File: src/rtl/intersection_pkg.sv
// Shared types for the intersection controller: phase encodings, the
// previous-phase tag that steers the all-red exit, and lamp vectors.
// Lamp vector bit order: {main_red, main_yellow, main_green,
//                         side_red, side_yellow, side_green, walk}.
package intersection_pkg;

  typedef enum logic [2:0] {
    MAIN_GREEN  = 3'd0,
    MAIN_YELLOW = 3'd1,
    ALL_RED     = 3'd2,
    WALK        = 3'd3,
    SIDE_GREEN  = 3'd4,
    SIDE_YELLOW = 3'd5
  } state_t;

  typedef enum logic [1:0] {
    PREV_MAIN = 2'd0,
    PREV_WALK = 2'd1,
    PREV_SIDE = 2'd2
  } prev_t;

  typedef logic [6:0] lamp_t;

  localparam lamp_t LAMP_MAIN_GREEN  = 7'b001_100_0;
  localparam lamp_t LAMP_MAIN_YELLOW = 7'b010_100_0;
  localparam lamp_t LAMP_ALL_RED     = 7'b100_100_0;
  localparam lamp_t LAMP_WALK        = 7'b100_100_1;
  localparam lamp_t LAMP_SIDE_GREEN  = 7'b100_001_0;
  localparam lamp_t LAMP_SIDE_YELLOW = 7'b100_010_0;

  function automatic lamp_t lamp_decode(input state_t s);
    case (s)
      MAIN_GREEN:  return LAMP_MAIN_GREEN;
      MAIN_YELLOW: return LAMP_MAIN_YELLOW;
      WALK:        return LAMP_WALK;
      SIDE_GREEN:  return LAMP_SIDE_GREEN;
      SIDE_YELLOW: return LAMP_SIDE_YELLOW;
      default:     return LAMP_ALL_RED;
    endcase
  endfunction

endpackage

File: src/rtl/phase_timer.sv
// Phase timer: counts cycles spent in the current controller phase.
// Clears to zero on request, otherwise counts up and sticks at all-ones.
module phase_timer #(
  parameter int CNT_W = 8
) (
  input  logic             clk,
  input  logic             reset,
  input  logic             clear,
  input  logic             enable,
  output logic [CNT_W-1:0] count
);

  // Saturating up-counter with synchronous clear.
  always_ff @(posedge clk or posedge reset) begin
    if (reset)
      count <= '0;
    else if (clear)
      count <= '0;
    else if (enable && (count != '1))
      count <= count + 1'b1;
  end

endmodule

File: src/rtl/intersection_controller.sv
// Intersection controller: main road rests on green, side-road and
// pedestrian requests are latched and served with min/max green, yellow
// and all-red clearance timing. Lamp outputs are registered decodes of
// the phase register.
// Build option: PED_WALK_EN enables the pedestrian WALK phase; when it
// is undefined ped_req is ignored and walk/ped_ack stay low.
module intersection_controller
  import intersection_pkg::*;
#(
  parameter int GREEN_MIN = 4,
  parameter int GREEN_MAX = 8,
  parameter int YELLOW_T  = 2,
  parameter int ALLRED_T  = 1,
  parameter int WALK_T    = 3,
  parameter int CNT_W     = 8
) (
  input  logic clk,
  input  logic reset,
  input  logic side_req,
  input  logic ped_req,
  output logic main_red,
  output logic main_yellow,
  output logic main_green,
  output logic side_red,
  output logic side_yellow,
  output logic side_green,
  output logic walk,
  output logic ped_ack
);

  // Last-cycle timer values for each dwell (a dwell of D ends at D-1).
  localparam logic [CNT_W-1:0] T_GMIN = CNT_W'(GREEN_MIN - 1);
  localparam logic [CNT_W-1:0] T_GMAX = CNT_W'(GREEN_MAX - 1);
  localparam logic [CNT_W-1:0] T_Y    = CNT_W'(YELLOW_T - 1);
  localparam logic [CNT_W-1:0] T_AR   = CNT_W'(ALLRED_T - 1);
  localparam logic [CNT_W-1:0] T_W    = CNT_W'(WALK_T - 1);

  state_t           state, state_nxt;
  prev_t            prev;
  logic [CNT_W-1:0] timer;
  logic             side_pend, ped_pend;
  lamp_t            lamps;
  logic             side_clr, ped_clr, ped_set;

  phase_timer #(.CNT_W(CNT_W)) u_timer (
    .clk    (clk),
    .reset  (reset),
    .clear  (state_nxt != state),
    .enable (1'b1),
    .count  (timer)
  );

  // Next-phase selection from timer, latched requests and live side sensor.
  always_comb begin
    state_nxt = state;
    case (state)
      MAIN_GREEN:
        if ((timer >= T_GMIN) && (side_pend || ped_pend || side_req))
          state_nxt = MAIN_YELLOW;
      MAIN_YELLOW:
        if (timer == T_Y) state_nxt = ALL_RED;
      ALL_RED:
        if (timer == T_AR) begin
          case (prev)
            PREV_MAIN: state_nxt = ped_pend ? WALK : SIDE_GREEN;
            PREV_WALK: state_nxt = (side_pend || side_req) ? SIDE_GREEN : MAIN_GREEN;
            default:   state_nxt = MAIN_GREEN;
          endcase
        end
      WALK:
        if (timer == T_W) state_nxt = ALL_RED;
      SIDE_GREEN:
        if ((timer == T_GMAX) || ((timer >= T_GMIN) && !side_req))
          state_nxt = SIDE_YELLOW;
      SIDE_YELLOW:
        if (timer == T_Y) state_nxt = ALL_RED;
      default:
        state_nxt = ALL_RED;
    endcase
  end

  assign side_clr = (state_nxt == SIDE_GREEN) && (state != SIDE_GREEN);
  assign ped_clr  = (state_nxt == WALK) && (state != WALK);

`ifdef PED_WALK_EN
  assign ped_set = ped_req && (state != WALK) && !ped_pend;
`else
  logic unused_ped;
  assign ped_set    = 1'b0;
  assign unused_ped = ped_req;
`endif

  // Phase register, previous-phase tag, request latches and lamp outputs.
  always_ff @(posedge clk or posedge reset) begin
    if (reset) begin
      state     <= ALL_RED;
      prev      <= PREV_SIDE;
      side_pend <= 1'b0;
      ped_pend  <= 1'b0;
      ped_ack   <= 1'b0;
      lamps     <= LAMP_ALL_RED;
    end else begin
      state <= state_nxt;
      lamps <= lamp_decode(state_nxt);
      if ((state_nxt == ALL_RED) && (state != ALL_RED)) begin
        case (state)
          MAIN_YELLOW: prev <= PREV_MAIN;
          WALK:        prev <= PREV_WALK;
          default:     prev <= PREV_SIDE;
        endcase
      end
      if (side_clr)
        side_pend <= 1'b0;
      else if (side_req && (state != SIDE_GREEN))
        side_pend <= 1'b1;
      // Clear wins over a same-cycle set; ack only on a real 0->1 latch.
      if (ped_clr)
        ped_pend <= 1'b0;
      else if (ped_set)
        ped_pend <= 1'b1;
      ped_ack <= ped_set && !ped_clr;
    end
  end

  assign {main_red, main_yellow, main_green,
          side_red, side_yellow, side_green, walk} = lamps;

endmodule

File: config.mk
export PLATFORM = sky130hd
export DESIGN_NAME = intersection_controller
export DESIGN_NICKNAME = d
export VERILOG_FILES = /design/src/rtl/intersection_pkg.sv /design/src/rtl/phase_timer.sv /design/src/rtl/intersection_controller.sv
export SDC_FILE = /design/constraint.sdc
export NUM_CORES = 1
export LEC_CHECK = 0
export CAP_MARGIN = 20
export CORE_ASPECT_RATIO = 1.5
export CORE_MARGIN = 3
export CORE_UTILIZATION = 30
export CTS_BUF_LIST = sky130_fd_sc_hd__clkbuf_16
export DETAILED_ROUTE_END_ITERATION = 12
export GPL_TIMING_DRIVEN = 0
export PLACE_DENSITY = 0.43
export SYNTH_ARGS = -nofsm -noshare
export SYNTH_HDL_FRONTEND = slang
export SYNTH_HIERARCHICAL = 1
export SYNTH_SLANG_ARGS = --single-unit
File: constraint.sdc
create_clock -name clk -period 6.5 [get_ports clk]
set_input_delay 1.95 -clock clk [delete_from_list [all_inputs] [get_ports clk]]
set_output_delay 1.95 -clock clk [all_outputs]
set_load 0.02 [all_outputs]
==> reports/metrics.csv <==
stage;metric;value;unit
status;status;finished clean;
timing;Worst slew margin;62.88;%
logic_synthesis;async set-or-reset flop fraction in the synthesized netlist;100.0;%
drt;drt total wl;2.646;mm
flow_run;MaxCap Viol Count;0;
logic_synthesis;Synth top area share;34.31;%
setup_path;CP max FO;10;
setup_path;WP data arrival;4.25;ns
die;Rows;28;
timing;setup TNS;0;ns
setup_path;Critical Path RT;6.64;ns
drt;DRT iter0 DRCs;16;
finish;Synth-to-Final Area Change;19.48;%
setup_path;CP Capture Type;register;
clock_tree;Post-CTS Setup Inserts;0;
die;IO Pins;12;
timing;RSZ-0062 raised after global routing;no;
place;DPL Wire Length;2.005;mm
min_path;worst min-delay path class;reg -> reg;
clock_tree;clk buf depth;2;
finish;layout cells sized above 1;20.14;%
logic_synthesis;Avg Inst Size Synth;10.16;um2
logic_synthesis;post-synthesis register bit count;21;
logic_synthesis;largest family of logic cells by synthesized area;simple AND/OR/NAND/NOR gates;
logic_synthesis;Post-Synth Adder-Cell Area;1.009;%
drt;1st-pass router iterations;4;
clock_tree;H-tree Lvls;1;
drt;Detail Route Antenna Nets;0;
min_path;hold_sp;prev[0];
die;Initial Utilization;31.32;%
drt;Max Used Layer;met3;
setup_path;Startpoint Class;primary input;
clock_tree;clock latency on the worst-skew pair;0.25;ns
logic_synthesis;Ys Warns;6;
power;Net Switching;234.0;uW
logic_synthesis;EDFF count, synth;0;
clock_tree;Sink Count;21;
die;core box area;3959;um2
drt;Met1 Wirelength;1.147;mm
place;I/O Buffers;9;
drt;vias;912;
clock_tree;CTS tree;yes;
clock_tree;Hold Buf Count CTS;0;
power;combinational power share;45.7;%
power;sw frac;38.04;%
logic_synthesis;post-synthesis simple-gate area fraction;25.33;%
finish;nets;145;
setup_path;Worst Reg2Reg Path Length in Cells;8;
global_routing;number of global-route vias before repair;938;
global_routing;largest net degree at the start of global routing;14;
power;portion of total power attributed to sequential cells;32.9;%
timing;Max Clock Skew;0.003599;ns
finish;Reg area;530.5;um2
timing;Max Fclk;243.3;MHz
logic_synthesis;Netlist cell types;53;
power;clock share of power;21.4;%
timing;Final Hold Vio Count;0;
global_routing;remaining global-route overflow;0;
logic_synthesis;synth top area cells;dfrtp_1 34%, dfstp_2 8.5%, mux2_4 4.8%;
setup_path;RR Startpoint;u_timer/count[2];
clock_tree;# resized after CTS;0;
power;Power Density;415.2;nW/um2
timing;Final setup violation count;0;
finish;fill count;414;
timing;Tcrit/Tclk final;63.22;%
logic_synthesis;Synth Area in XOR/XNOR;0;%
setup_path;reg-to-reg endpoint;u_timer/count[3];
finish;area of the multi-input gates;655.6;um2
setup_path;FF-to-FF setup slack;3.98;ns
power;Int Pwr;381.1;uW
power;Pleak;0.0006628;uW
min_path;Hold EP;prev[0];
timing;max-slew violations;0;
setup_path;critical path type;in -> reg;
timing;worst slew pin tran;0.5516;ns
global_routing;wire length of the first global-routing pass;4.498;mm
logic_synthesis;Cell Area, Synth;1240;um2
logic_synthesis;Synth Area in Compound Gates;19.07;%
drt;vias per inst;4.957;
global_routing;total track usage;11.71;%
logic_synthesis;commonest cells in the netlist;17 x dfrtp_1, 10 x nor2_1, 9 x nand2_1, 7 x inv_1, 6 x a21oi_1;
die;DIE HEIGHT;84.74;um
finish;post-layout util;37.42;%
clock_tree;register clock-pin slew on the reported worst setup and hold paths;0.06;ns
drt;average wire per standard cell;14.38;um
die;Horiz. Die Dim;58.49;um
die;Die ar.;4956;um2
logic_synthesis;sequential area share after synthesis;42.79;%
drt;drc violations;0;
clock_tree;Clock Tree Root;clkbuf_16;
timing;min cycle time layout;4.109;ns
logic_synthesis;Mapped Cells;122;
finish;antenna fix cells;0;
drt;WL met3;48;um
global_routing;initial antenna violation count;0;
logic_synthesis;post-synthesis mux area share;5.651;%
logic_synthesis;Post-synth top flop;dfrtp_1;
power;VDD IR max;0.1786;mV
clock_tree;cts bufs inserted;3;
min_path;hold depth;2;
logic_synthesis;count leader, synth;dfrtp_1;
place;GP Congestion;0.7098;
logic_synthesis;post-synth top area cell;dfrtp_1;
drt;met2 routed WL;1.451;mm
## layout make-up
class	instances	area share, %
plain buffers	6	2.872
inverters	7	1.774
repair buffers	9	6.081
clock inverters	1	0.3378
clock buffers	3	5.068
multi-input cells	92	44.26
flip-flops and latches	21	35.81
well taps	45	3.801
## cells by family (layout without fill, tap and decap cells)
group | Yosys count | in the layout
adders and majority gates | 1 | 1
muxes | 5 | 5
other | 2 | 6
buffers and inverters | 13 | 26
AOI/OAI and AO/OA | 28 | 28
DFF | 21 | 21
and+or+nand+nor | 52 | 52
## routing by layer
layer  vias to the layer above  global-route usage, %
met3                         0                  1.846
li1                        466                      -
met5                         -                      0
met1                       439                  13.37
met2                         7                  21.97
met4                         0                  2.532
## sequential cells by signal, indices dropped and copies added (netlist names)
name / count
u_timer/count: 8
state: 3
prev: 2
lamps: 7
side_pend: 1
## worst max path at each step
stage,slack (ns),cells past startpoint,startpoint,endpoint
floorplan,3.02,8,side_req,u_timer/count[3]
global route,2.24,9,side_req,u_timer/count[0]
detailed placement,2.14,9,side_req,u_timer/count[3]
finish,2.39,9,side_req,u_timer/count[3]
CTS,2.40,9,side_req,u_timer/count[3]
global placement,2.17,9,side_req,u_timer/count[3]
## metrics by stage
step	cells	hold WS (ns)	cell area, um2	setup slack, ns	total power [uW]
after floorplan	126	0.5039	1255	3.019	409.3
after global routing	184	0.5824	1481	2.240	663.6
after CTS	184	0.5674	1481	2.404	625.5
after global placement	180	0.5365	1401	2.169	486.5
after detailed placement	180	0.5581	1401	2.144	489.9
final	184	0.5579	1481	2.391	615.1
## worst max-delay path, stage by stage
cell,delay (ns)
clkdlybuf4s50_1,0.54
nor3_1,0.08
a2111oi_2,0.41
a2bb2oi_1,0.29
nand2_1,0.12
nand3_1,0.09
clkbuf_1,0.38
nor2b_1,0.10
mux2_4,0.28
## power groups by stage
stage               Clock (uW)  Sequential, uW  Combinational [uW]
floorplan                    0             218                 192
global placement             0             206                 281
detailed placement           0             207                 283
CTS                        137             204                 284
global route               140             209                 314
finish                     132             202                 281
## placed cells by master, fill, tap and decap left out, types with 2 or more instances in the layout
| cell type | count |
|---|---|
| conb_1 | 6 |
| nor3_1 | 4 |
| a21oi_2 | 2 |
| nor2_1 | 10 |
| mux2_4 | 4 |
| dfrtp_1 | 17 |
| nand3_1 | 3 |
| clkdlybuf4s50_1 | 9 |
| clkbuf_16 | 3 |
| nor4_1 | 2 |
| inv_1 | 7 |
| buf_4 | 3 |
| nand2b_1 | 4 |
| a21oi_1 | 6 |
| dfstp_2 | 4 |
| and3_1 | 2 |
| nand2_1 | 9 |
| nor2b_1 | 5 |
| nand4_1 | 2 |
(Power assumes the default switching activity.)
